==> config.mk <==
export PLATFORM = sky130hd
export DESIGN_NAME = hazard_scoreboard
export DESIGN_NICKNAME = d
export VERILOG_FILES = /design/src/rtl/hazard_scoreboard.sv
export SDC_FILE = /design/constraint.sdc
export NUM_CORES = 1
export LEC_CHECK = 0
export CAP_MARGIN = 10
export CELL_PAD_IN_SITES_DETAIL_PLACEMENT = 1
export CELL_PAD_IN_SITES_GLOBAL_PLACEMENT = 2
export CORE_MARGIN = 8
export CORE_UTILIZATION = 25
export CTS_CLUSTER_SIZE = 28
export DETAILED_ROUTE_END_ITERATION = 8
export PLACE_DENSITY_LB_ADDON = 0.05
export SKIP_LAST_GASP = 1
export SLEW_MARGIN = 40
export SYNTH_ARGS = -nofsm -noshare
export SYNTH_HDL_FRONTEND = slang
export SYNTH_SLANG_ARGS = --single-unit
==> constraint.sdc <==
create_clock -name clk -period 4.1 [get_ports clk]
set_clock_uncertainty 0.05 [all_clocks]
set_input_delay 1.025 -clock clk [delete_from_list [all_inputs] [get_ports clk]]
set_output_delay 1.025 -clock clk [all_outputs]
set_load 0.005 [all_outputs]
==> src/rtl/hazard_scoreboard.sv <==
// Load-use hazard scoreboard: one countdown timer per register,
// stalls ID consumers until a pending load's data can be forwarded.
module hazard_scoreboard #(
  parameter int NUM_REGS = 8,
  parameter int NUM_SRC  = 2,
  parameter int LOAD_LAT = 1,
  parameter int PERF_W   = 16,
  localparam int REG_W   = $clog2(NUM_REGS),
  localparam int CNT_W   = $clog2(LOAD_LAT + 1)
) (
  input  logic                     clk,
  input  logic                     reset_n,
  input  logic                     id_valid,
  input  logic                     id_mem_read,
  input  logic [REG_W-1:0]         id_dest,
  input  logic [NUM_SRC*REG_W-1:0] id_src,
  input  logic [NUM_SRC-1:0]       id_src_used,
  input  logic                     flush,
  input  logic                     mem_stall,
  input  logic                     perf_clr,
  output logic                     forward_load,
  output logic                     controlmux_sel,
  output logic [NUM_REGS-1:0]      busy_vec,
  output logic [PERF_W-1:0]        stall_cycles
);

  logic [CNT_W-1:0]  cnt_q [NUM_REGS];
  logic [CNT_W-1:0]  cnt_d [NUM_REGS];
  logic [PERF_W-1:0] stall_q;
  logic [PERF_W-1:0] stall_d;
  logic              hazard;
  logic              advance;
  logic              alloc;

  always_comb begin
    hazard = 1'b0;
    for (int k = 0; k < NUM_SRC; k++) begin
      if (id_src_used[k] &&
          (cnt_q[id_src[k*REG_W +: REG_W]] != '0))
        hazard = 1'b1;
    end
    hazard = hazard & id_valid & ~flush;
  end

  assign advance = id_valid & ~flush & ~hazard & ~mem_stall;
  assign alloc   = advance & id_mem_read;

  // Allocation wins over decrement on the same register.
  always_comb begin
    for (int r = 0; r < NUM_REGS; r++) begin
      cnt_d[r] = cnt_q[r];
      if (!mem_stall) begin
        if (alloc && (id_dest == REG_W'(r)))
          cnt_d[r] = CNT_W'(LOAD_LAT);
        else if (cnt_q[r] != '0)
          cnt_d[r] = cnt_q[r] - CNT_W'(1);
      end
    end
  end

  always_comb begin
    stall_d = stall_q;
    if (perf_clr)
      stall_d = '0;
    else if (hazard && !mem_stall && !(&stall_q))
      stall_d = stall_q + PERF_W'(1);
  end

  always_ff @(posedge clk or negedge reset_n) begin
    if (!reset_n) begin
      for (int r = 0; r < NUM_REGS; r++)
        cnt_q[r] <= '0;
      stall_q <= '0;
    end else begin
      for (int r = 0; r < NUM_REGS; r++)
        cnt_q[r] <= cnt_d[r];
      stall_q <= stall_d;
    end
  end

  always_comb begin
    for (int r = 0; r < NUM_REGS; r++)
      busy_vec[r] = (cnt_q[r] != '0);
  end

  assign forward_load   = ~hazard;
  assign controlmux_sel = hazard;
  assign stall_cycles   = stall_q;

endmodule

==> results.py <==
metrics = {
    "detailed_routing": {
        "top_layer": "met4",
        "drtAntennaViolNets": 0,
        "wl_per_cell_microns": 17.6,
        "wl_met1_microns": 2180,
        "firstDrtPassIters": 4,
        "routed-wl-met2_microns": 2210,
        "vias_per_cell": 4.93,
        "drt_wl_total_microns": 4630,
        "wl_met3_microns": 219,
        "drt_iter0_markers": 33,
        "vias": 1301,
        "drc": 0,
    },
    "critical_path": {
        "critPathLaunchType": "input port",
        "worstPathArrival_ns": 2.89,
        "path_class": "in2out",
        "worst-path-max-fanout": 4,
        "crit_chain": "clkdlybuf4s50_1 > mux2i_1 > o22ai_2 > o21ai_0 > nand2_2 > nand3b_1 > clkdlybuf4s50_1",
        "crit_slowest_cell": "clkdlybuf4s50_1",
        "critical-path-max-stage-delay_ns": 0.56,
        "crit_path_end_kind": "output port",
        "required_ns": 3.02,
        "crit_top_cell": "clkdlybuf4s50_1",
    },
    "grt": {
        "overflow": 0,
        "antenna_found_initial": 0,
        "grt_max_degree": 26,
        "grtUsageTotal": 0.109,
        "grt_pass1_vias": 1383,
        "grt_pass1_wl_microns": 7560,
    },
    "synth": {
        "synth_area_sq_mm": 0.00152,
        "synth_area_leaders": "dfrtp_1 (40%), mux2i_1 (5.9%), a32o_1 (4.0%)",
        "ys_ff_latch": 24,
        "post-synth-top-count-cell": "dfrtp_1",
        "async_flop_share": 1.00,
        "postSynthCellCount": 146,
        "synthesis.nets": 165,
        "synth-edff-count": 0,
        "synth_common_cells": "dfrtp_1 (24), nor2_1 (14), mux2i_1 (9), nor2b_1 (9), and3_1 (8)",
        "yosysTopAreaCell": "dfrtp_1",
        "yosys_warnings": 0,
        "synth_top_area_frac": 0.396,
        "ys.flop_type": "dfrtp_1",
        "ys_types": 45,
        "synth_area_per_cell_sq_um": 10.4,
        "synth-seq-area-share": 0.396,
    },
    "sta": {
        "maxSlewHeadroom": 0.663,
        "setup_slack_ns": 0.132,
        "tightest_slew_ns": 0.501,
        "finalCritPeriodShare": 0.968,
        "setup_viol": 0,
        "max_freq_mhz": 252,
        "layout_min_cycle_time_ns": 3.97,
        "hold_violations": 0,
        "slew_viol_final": 0,
        "rsz0062_at_grt": "yes",
        "hold-worst-slack_ns": 0.539,
    },
    "clocking": {
        "numCtsBuffers": 3,
        "cts_tree": "done",
        "clockBufferDepth": 2,
        "htree_levels": 1,
        "postCtsSetupRepairBufs": 0,
        "clk_latency_ns": 0.27,
        "cts.clk_slew.worst_paths_ns": 0.09,
        "cts-root-buf": "clkbuf_8",
        "cts.sinks": 24,
        "ctsHoldBuffers": 0,
    },
    "floorplan": {
        "core_sq_mm": 0.00589,
        "die_w_microns": 93.9,
        "ios": 44,
        "floorplan.initialDensity": 0.258,
        "rows": 28,
        "fp.dieArea_sq_mm": 0.00881,
        "fp.dieH_microns": 93.9,
    },
    "power": {
        "p_int_uw": 392,
        "p_switching_uw": 109,
        "total_power_uw": 501,
        "combPwrFrac": 0.097,
        "power.share.clock": 0.426,
        "power.leakage_nw": 0.889,
        "share_seq_of_total_power": 0.477,
        "irDropWorstVdd_mv": 0.114,
        "p_per_area_mw_per_mm2": 241,
        "p_sw_frac": 0.217,
    },
    "final_layout": {
        "drive_above_1_share": 0.122,
        "syn2layout_area_growth_pct": 37.2,
        "regArea_sq_um": 601,
        "finalNetCount": 209,
        "multi_input_area_sq_um": 863,
        "layout.cells.non_filler": 264,
        "fillers": 677,
        "diodes": 0,
    },
    "placement": {
        "port_buffers": 43,
        "globalplace.congestion": 0.723,
        "pre_cts_ws_ns": 0.119,
        "dp.cells": 260,
        "hpwl_microns": 3500,
    },
    "run_status": {
        "status": "complete, no violations",
    },
    "hold_path": {
        "min_path_type": "reg2reg",
    },
    "flow_run": {
        "cap_viol_max_count": 0,
    },
}
## power by group through the flow
| stage | combinational [mW] | clock, mW | sequential [mW] |
|---|---|---|---|
| 2_1_floorplan | 0.0163 | 0 | 0.243 |
| 4_1_cts | 0.0495 | 0.221 | 0.239 |
| 5_1_grt | 0.0536 | 0.231 | 0.239 |
| 6_report | 0.0484 | 0.213 | 0.239 |
| 3_3_place_gp | 0.0486 | 0 | 0.244 |
| 3_5_place_dp | 0.0492 | 0 | 0.244 |
## flip-flops by register name, indices dropped and copies added, names as in the netlist
signal / count
stall_cycles: 16
busy_vec: 8
## per-layer routing
layer / up-vias / track usage
li1: 625 / -
met1: 655 / 0.138
met4: 0 / 0.0198
met2: 19 / 0.179
met3: 2 / 0.0328
met5: - / 0
## stage by stage
step                 TNS, ns  area (sq um)   util
floorplan                  0          1520      -
global placement           0          2010  0.342
detailed placement         0          2010  0.341
CTS                        0          2080  0.353
global route        -0.00362          2080  0.354
finish                     0          2080  0.354
## worst paths after layout
path,start,to,slack (ns),depth (start not counted)
setup reg to reg,stall_cycles[0],stall_cycles[10],1.88,7
min in group asynchronous,reset_n,stall_cycles[13],1.07,2
hold / removal,stall_cycles[1],stall_cycles[1],0.54,2
hold reg to reg,stall_cycles[1],stall_cycles[1],0.54,2
setup / recovery,id_src[3],forward_load,0.13,7
max in group asynchronous,reset_n,busy_vec[0],2.67,2
## critical path: cells and delay by family
family	cells	cell delay (ns)
multiplexers	1	0.25
AO/OA/AOI/OAI	2	0.32
buffers and inverters	2	1.07
AND/OR/NAND/NOR	2	0.23
## cells by family after synthesis
| logic type | share of synthesized area |
|---|---|
| flip-flops | 0.396 |
| adder cells (fa/ha/maj) | 0.00825 |
| XOR/XNOR | 0.0231 |
| multiplexers | 0.126 |
| buffers and inverters | 0.0363 |
| AO/OA/AOI/OAI | 0.139 |
| AND/OR/NAND/NOR | 0.271 |
## placed cells by master, fill, tap and decap left out, types with 2 or more instances in the layout
cell type	count
clkdlybuf4s50_1	42
dfrtp_1	24
mux2_1	3
mux2_2	2
inv_1	5
nand2b_1	4
nand4_1	5
o2111ai_2	2
mux2_4	3
nor2_1	14
o22ai_1	3
xnor2_1	4
nand3b_1	2
a22o_1	2
nand2_1	3
and3_1	8
nor2b_1	9
nor3_1	2
mux2i_1	9
nand3_2	2
a32o_1	6
clkbuf_8	3
and4_1	3
a21oi_1	4
## area by class of cell
| cell class | instances | area share |
|---|---|---|
| inverters | 5 | 0.00902 |
| repair buffers | 44 | 0.208 |
| flip-flops and latches | 24 | 0.289 |
| clock inverters | 1 | 0.0144 |
| clock buffers | 3 | 0.0198 |
| well taps | 75 | 0.0451 |
| multi-input cells | 112 | 0.415 |
## timing repair
action | in CTS | in global routing
endpoints found under the hold margin | 0 | 0
endpoints found under the setup margin | 0 | 2
resized for setup | 0 | 2
Note: power is estimated with default switching activity, not from simulation.
